<file path="src/rtl/inst_fetch_if.sv">
// Bundle of the fetch unit's bus signals: imem request/response, decoder hand-off and redirect.
// Decoder hand-off is valid/ready: the head transfers on a rising edge where instValid=1 and instReady=1;
// instValid/inst/instPc stay stable until that transfer or a redirect flush.
interface inst_fetch_if;
    logic        imemReq;
    logic [31:0] imemAddr;
    logic        imemValid;
    logic [31:0] imemData;
    logic [31:0] inst;
    logic [31:0] instPc;
    logic        instValid;
    logic        instReady;
    logic        branchEn;
    logic [31:0] branchTarget;
    logic        fetchFault;

    modport master (
        output imemReq, imemAddr, inst, instPc, instValid, fetchFault,
        input  imemValid, imemData, instReady, branchEn, branchTarget
    );

    modport slave (
        input  imemReq, imemAddr, inst, instPc, instValid, fetchFault,
        output imemValid, imemData, instReady, branchEn, branchTarget
    );
endinterface

</file>
<file path="src/rtl/inst_fetch.sv">
// Instruction fetch unit: single-outstanding imem requests feeding a 2-entry {inst, pc} buffer,
// with branch redirect, in-flight response discard and a sticky misaligned-target fault state.
module inst_fetch #(
    parameter logic [31:0] RESET_PC = 32'h0000_0000,
    parameter logic [31:0] NOP_INST = 32'h0000_0013
) (
    input  logic         clk,
    input  logic         rst,
    inst_fetch_if.master bus,
    output logic [1:0]   state_dbg
);

    typedef enum logic [1:0] {
        FETCH = 2'd0,
        WAIT  = 2'd1,
        FAULT = 2'd2
    } state_t;

    state_t      state;
    state_t      state_next;
    logic [31:0] pc;
    logic [31:0] pc_next;
    logic [31:0] req_addr;
    logic        outstanding;
    logic        out_next;
    logic        discard;
    logic        disc_next;

    logic [31:0] fifo_inst [2];
    logic [31:0] fifo_pc   [2];
    logic        rd_ptr;
    logic        wr_ptr;
    logic [1:0]  count;

    logic        issue;
    logic        push;
    logic        pop;
    logic        resp;
    logic        redirect;
    logic        misaligned;
    logic        empty;

    assign redirect   = bus.branchEn;
    assign misaligned = (bus.branchTarget[1:0] != 2'b00);
    assign resp       = bus.imemValid && outstanding;
    assign empty      = (count == 2'd0);
    assign pop        = !empty && bus.instReady && !redirect;

    // Next-state logic; a redirect overrides whatever the current state would do.
    always_comb begin
        state_next = state;
        pc_next    = pc;
        out_next   = outstanding;
        disc_next  = discard;
        issue      = 1'b0;
        push       = 1'b0;
        if (redirect) begin
            pc_next = bus.branchTarget;
            if (resp) begin
                out_next  = 1'b0;
                disc_next = 1'b0;
            end else begin
                disc_next = outstanding;
            end
            if (misaligned) begin
                state_next = FAULT;
            end else if (out_next) begin
                state_next = WAIT;
            end else begin
                state_next = FETCH;
            end
        end else begin
            case (state)
                FETCH: begin
                    if (!rst && (count < 2'd2)) begin
                        issue      = 1'b1;
                        pc_next    = pc + 32'd4;
                        out_next   = 1'b1;
                        state_next = WAIT;
                    end
                end
                WAIT: begin
                    if (resp) begin
                        out_next   = 1'b0;
                        disc_next  = 1'b0;
                        push       = !discard;
                        state_next = FETCH;
                    end
                end
                FAULT: begin
                    // A response still in flight when the fault hit is retired and dropped.
                    if (resp) begin
                        out_next  = 1'b0;
                        disc_next = 1'b0;
                    end
                end
                default: begin
                    state_next = FETCH;
                end
            endcase
        end
    end

    always_ff @(posedge clk or posedge rst) begin
        if (rst) begin
            state       <= FETCH;
            pc          <= RESET_PC;
            outstanding <= 1'b0;
            discard     <= 1'b0;
            req_addr    <= RESET_PC;
        end else begin
            state       <= state_next;
            pc          <= pc_next;
            outstanding <= out_next;
            discard     <= disc_next;
            if (issue) begin
                req_addr <= pc;
            end
        end
    end

    always_ff @(posedge clk or posedge rst) begin
        if (rst) begin
            count  <= 2'd0;
            rd_ptr <= 1'b0;
            wr_ptr <= 1'b0;
            for (int i = 0; i < 2; i++) begin
                fifo_inst[i] <= NOP_INST;
                fifo_pc[i]   <= RESET_PC;
            end
        end else if (redirect) begin
            count  <= 2'd0;
            rd_ptr <= 1'b0;
            wr_ptr <= 1'b0;
        end else begin
            if (push) begin
                fifo_inst[wr_ptr] <= bus.imemData;
                fifo_pc[wr_ptr]   <= req_addr;
                wr_ptr            <= ~wr_ptr;
            end
            if (pop) begin
                rd_ptr <= ~rd_ptr;
            end
            case ({push, pop})
                2'b10:   count <= count + 2'd1;
                2'b01:   count <= count - 2'd1;
                default: count <= count;
            endcase
        end
    end

    assign bus.imemReq    = issue;
    assign bus.imemAddr   = pc;
    assign bus.instValid  = !empty;
    assign bus.inst       = empty ? NOP_INST : fifo_inst[rd_ptr];
    assign bus.instPc     = fifo_pc[rd_ptr];
    assign bus.fetchFault = (state == FAULT);
    assign state_dbg      = state;

    a_single_outstanding: assert property (@(posedge clk) disable iff (rst) issue |-> !outstanding);
    a_no_overflow: assert property (@(posedge clk) disable iff (rst) push |-> ((count != 2'd2) || pop));
    a_no_issue_in_fault: assert property (@(posedge clk) disable iff (rst) (state == FAULT) |-> !issue);

endmodule

</file>
<file path="src/flat_wrapper.sv">
// flat-port wrapper written by rule: the top's interface ports become plain ports
module inst_fetch_flat 
#(
    parameter logic [31:0] RESET_PC = 32'h0000_0000,
    parameter logic [31:0] NOP_INST = 32'h0000_0013
)
  (clk, rst, state_dbg, bus_imemReq, bus_imemAddr, bus_inst, bus_instPc, bus_instValid, bus_fetchFault, bus_imemValid, bus_imemData, bus_instReady, bus_branchEn, bus_branchTarget);
  inst_fetch_if bus_i ();
  input  logic clk;
  input  logic rst;
  output logic [1:0] state_dbg;
  output wire logic [$bits(bus_i.imemReq)-1:0] bus_imemReq;
  output wire logic [$bits(bus_i.imemAddr)-1:0] bus_imemAddr;
  output wire logic [$bits(bus_i.inst)-1:0] bus_inst;
  output wire logic [$bits(bus_i.instPc)-1:0] bus_instPc;
  output wire logic [$bits(bus_i.instValid)-1:0] bus_instValid;
  output wire logic [$bits(bus_i.fetchFault)-1:0] bus_fetchFault;
  input wire logic [$bits(bus_i.imemValid)-1:0] bus_imemValid;
  input wire logic [$bits(bus_i.imemData)-1:0] bus_imemData;
  input wire logic [$bits(bus_i.instReady)-1:0] bus_instReady;
  input wire logic [$bits(bus_i.branchEn)-1:0] bus_branchEn;
  input wire logic [$bits(bus_i.branchTarget)-1:0] bus_branchTarget;
  assign bus_imemReq = bus_i.imemReq;
  assign bus_imemAddr = bus_i.imemAddr;
  assign bus_inst = bus_i.inst;
  assign bus_instPc = bus_i.instPc;
  assign bus_instValid = bus_i.instValid;
  assign bus_fetchFault = bus_i.fetchFault;
  assign bus_i.imemValid = bus_imemValid;
  assign bus_i.imemData = bus_imemData;
  assign bus_i.instReady = bus_instReady;
  assign bus_i.branchEn = bus_branchEn;
  assign bus_i.branchTarget = bus_branchTarget;
  inst_fetch #(.RESET_PC(RESET_PC), .NOP_INST(NOP_INST)) u_core (.clk(clk), .rst(rst), .bus(bus_i), .state_dbg(state_dbg));
endmodule
</file>
<file path="config.mk">
export PLATFORM = sky130hd
export DESIGN_NAME = inst_fetch_flat
export DESIGN_NICKNAME = d
export VERILOG_FILES = /design/src/rtl/inst_fetch_if.sv /design/src/rtl/inst_fetch.sv /design/src/flat_wrapper.sv
export SDC_FILE = /design/constraint.sdc
export NUM_CORES = 1
export LEC_CHECK = 0
export ABC_AREA = 0
export BUFFER_PORTS_ARGS = -buffer_cell sky130_fd_sc_hd__buf_2
export CORE_MARGIN = 1.5
export CORE_UTILIZATION = 55
export CTS_CLUSTER_DIAMETER = 50
export DETAILED_ROUTE_END_ITERATION = 8
export MAX_ROUTING_LAYER = met4
export PLACE_DENSITY_LB_ADDON = 0.12
export SLEW_MARGIN = 20
export SYNTH_ARGS = -nofsm -noshare
export SYNTH_HDL_FRONTEND = slang
export SYNTH_SLANG_ARGS = --single-unit
</file>
<file path="constraint.sdc">
create_clock -name clk -period 10.9 [get_ports clk]
set_clock_uncertainty 0.05 [all_clocks]
set_input_delay 0.545 -clock clk [delete_from_list [all_inputs] [get_ports clk]]
set_output_delay 0.545 -clock clk [all_outputs]
set_load 0.05 [all_outputs]
</file>
==> impl_summary.md <==
Yosys
After synthesis the netlist holds a flip-flop and latch count of 200. In this run, synthesis inferred 0 flip-flops with an integrated enable. The post-synthesis area per instance is 12.8 µm². Sequential cells were found to cover 55.1% of the synthesized design area. The number of nets handed over by synthesis was 784.

Yosys printed 0 warnings. Synthesis produced 711 cells. The post-synthesis cell area is 9090 µm². In this run, distinct cell masters in the synthesized netlist total 48. Of all flip-flops after synthesis, the portion carrying an async set or reset was 100%.

The primary flip-flop cell chosen by synthesis mapping is sky130_fd_sc_hd__dfrtp_1.

Clock network
The count of hold-fix buffers inserted at cts is 0. The clock slew seen by the registers of the worst setup and hold paths is 70 ps. The library cell used as clock root buffer is sky130_fd_sc_hd__clkbuf_16.

The clock passes through at most 2 buffers. The clock tree synthesis step divided the H-tree into 4 levels. The number of buffers created by CTS is 17. The number of setup buffers added after CTS is 0.

The clock net in this run drives a total of 200 sinks. At the later pin of the worst-skew pair, clock insertion delay measures 420 ps. In this run, post-CTS repair resized a total of 0 instances. The CTS tree is yes.

Min path
The worst hold path belongs to the class in2async.

Die
The floorplan has 46 rows. In this run the count of I/O pins placed on the die edge is 170. The die is 132 µm tall.

The width of the die is 132 µm. The total die area is 17300 µm². In this run the standard cell core region covers 16000 µm². Once the floorplan was initialized, standard cells occupied 56.8% of the core.

STA
The number of failing hold endpoints at the final stage came to 0. The actual slew at the worst max-slew pin is 1090 ps. After routing, the total negative slack on setup checks comes to 0 ps. The worst path meets setup with 7430 ps of slack.

Measured against its own limit, the worst slew margin works out to 27.5%. The fmax is 0.288 GHz. The final setup violation count is 0. In the finished design, the share of the clock period the worst path needs comes to 31.8%. Setup repair after global routing left no endpoint under its margin. The number of max-slew violations in the final report is 0. The final worst hold slack is 279 ps. After layout, the minimum clock period comes to 3470 ps.

Place
Detailed placement ended at an HPWL of 13300 µm. The weighted congestion reported at the end of routability-driven placement is 0.882. Timing analysis after detailed placement gives a worst setup slack of 7860 ps.

The number of buffers added on ports is 169.

Status
The run finished with clean final reports.

Worst setup path
The critical-path cell with the highest stage delay is sky130_fd_sc_hd__nor2_4. The top cell family by delay on the critical path is simple AND/OR/NAND/NOR gates. The largest fanout on the critical path is 33. Traced cell by cell, the critical path runs through inv_1, ha_1, or3b_1, nor2_4, buf_2.

The worst path required time is 10310 ps. The worst setup path is launched from a flop. For this run, the slowest stage of the critical path takes 780 ps.

The worst setup path is of the reg2out kind. The kind of capture point of the worst setup path is a primary output. Data on the critical path arrives at its endpoint at 2870 ps. The buffer and inverter count on the worst path is 2. The slack of the worst reg-to-reg path is 8180 ps.

Drt
The detailed-route via count is 6240. The residual DRC count is 0. In the routed layout, each cell is associated on average with a via count of 5.71.

The length of the first detailed-routing pass in iterations is 5. The detailed router finished its first iteration with 308 violations. In this run the remaining antenna-violating nets after routing total 0. The sum of routed wire length over all layers is 20100 µm.

The average wire length per cell after detail routing is 18.4 µm.

Power
In this run the static leakage power is 5.06 nW. The power per unit of standard cell area is 195 nW/µm². Power comes to 0.00208 W. Across the VDD grid, the largest voltage drop is 0.132 mV.

Final layout
The library cells used most frequently in the layout, excluding fill and tap cells, are sky130_fd_sc_hd__mux2_2, sky130_fd_sc_hd__dfrtp_1, sky130_fd_sc_hd__buf_2. The library cell used most frequently in the layout, excluding fill and tap cells, is sky130_fd_sc_hd__mux2_2. Cells with a size suffix above 1 make up 47.4% of the layout. The signed area change from the synthesized netlist to the final layout is 17.3%. The number of nets in the layout is 936.

The number of antenna diodes in the final layout is 0.

Global routing
The remaining global-route overflow is 0. The maximum number of pins on one net before global-route repair is 124. The total global-route track usage is 24.9%.

The first global-routing pass estimated 33500 µm of wire. The initial antenna violation count is 0. The number of global-route vias before repair came to 6574.

Run
Across the run, the number of max-cap violations was 0.
==> final timing paths <==
check | start | end | cells after the start
setup reg to reg | u_core.state_dbg[0] | u_core.bus.imemAddr[23] | 6
min in group clk | bus_branchTarget[13] | u_core.bus.imemAddr[13] | 3
setup / recovery | u_core.state_dbg[0] | bus_imemReq | 5
hold reg to reg | u_core.fifo_pc[47] | u_core.fifo_pc[47] | 1
max in group asynchronous | rst | u_core.rd_ptr | 3
hold / removal | rst | u_core.state_dbg[0] | 2
==> where the power goes <==
part	switching [W]	total (W)	internal, W	leakage [nW]
Clock	0.000260	0.000589	0.000328	0.272
Sequential	0.000103	0.000983	0.000880	2.61
Combinational	0.000317	0.000513	0.000196	2.18
Total	0.000680	0.00208	0.00140	5.06
==> cells by family after synthesis <==
group	Yosys count	synth area share [%]
compound gates	56	3.95
xor+xnor	14	1.35
fa+ha+maj	4	0.550
buf+inv	48	2.09
flops	200	55.1
mux	229	27.9
simple gates	160	9.05
==> sequential cells by signal (all words and copies together), names as in the netlist <==
register / cells
u_core.outstanding: 1
u_core.state_dbg: 2
u_core.rd_ptr: 1
u_core.discard: 1
u_core.bus.imemAddr: 32
u_core.count: 2
u_core.fifo_inst: 64
u_core.req_addr: 32
u_core.fifo_pc: 64
u_core.wr_ptr: 1
==> layer usage <==
metal	global-route usage (%)	routed length (µm)	vias to the layer above
met1	29.7	8200	3177
li1	-	-	2880
met2	42.6	10600	159
met5	-	0	-
met4	9.20	325	0
met3	4.13	958	24
==> per-stage QoR <==
stage	cell area, µm²	utilization [%]	std cells
2_1_floorplan	9090	-	711
3_3_place_gp	10100	63.2	1060
3_5_place_dp	10100	63.2	1060
4_1_cts	10700	66.7	1092
5_1_grt	10700	66.7	1092
6_report	10700	66.7	1092
==> layout make-up <==
| class | instances | area [µm²] |
|---|---|---|
| Fill cell | 1273 | 5330 |
| Sequential cell | 200 | 5020 |
| Multi-Input combinational cell | 463 | 3910 |
| Timing Repair Buffer | 173 | 876 |
| Clock buffer | 26 | 519 |
| Tap cell | 216 | 270 |
| Clock inverter | 6 | 38.8 |
| Inverter | 8 | 37.5 |
==> cell usage after synthesis (3+ instances only) <==
cell	n	area share, %
sky130_fd_sc_hd__a21oi_1	6	0.33
sky130_fd_sc_hd__a31oi_1	12	0.83
sky130_fd_sc_hd__and3_1	3	0.21
sky130_fd_sc_hd__buf_1	4	0.17
sky130_fd_sc_hd__buf_2	8	0.44
sky130_fd_sc_hd__clkbuf_1	28	1.2
sky130_fd_sc_hd__dfrtp_1	194	53
sky130_fd_sc_hd__dfstp_2	6	1.7
sky130_fd_sc_hd__ha_1	4	0.55
sky130_fd_sc_hd__inv_1	8	0.33
sky130_fd_sc_hd__mux2_2	196	24
sky130_fd_sc_hd__mux2i_1	33	3.6
sky130_fd_sc_hd__nand2_1	32	1.3
sky130_fd_sc_hd__nand3_1	17	0.94
sky130_fd_sc_hd__nand4_1	11	0.76
sky130_fd_sc_hd__nor2_1	49	2.0
sky130_fd_sc_hd__nor3_1	5	0.28
sky130_fd_sc_hd__nor4_1	8	0.55
sky130_fd_sc_hd__o211ai_1	3	0.25
sky130_fd_sc_hd__o21ai_0	16	0.88
sky130_fd_sc_hd__o31ai_1	8	0.66
sky130_fd_sc_hd__or3_1	5	0.34
sky130_fd_sc_hd__or4_1	10	0.83
sky130_fd_sc_hd__xnor2_1	7	0.67
sky130_fd_sc_hd__xor2_1	7	0.67
(Power assumes the default switching activity.)
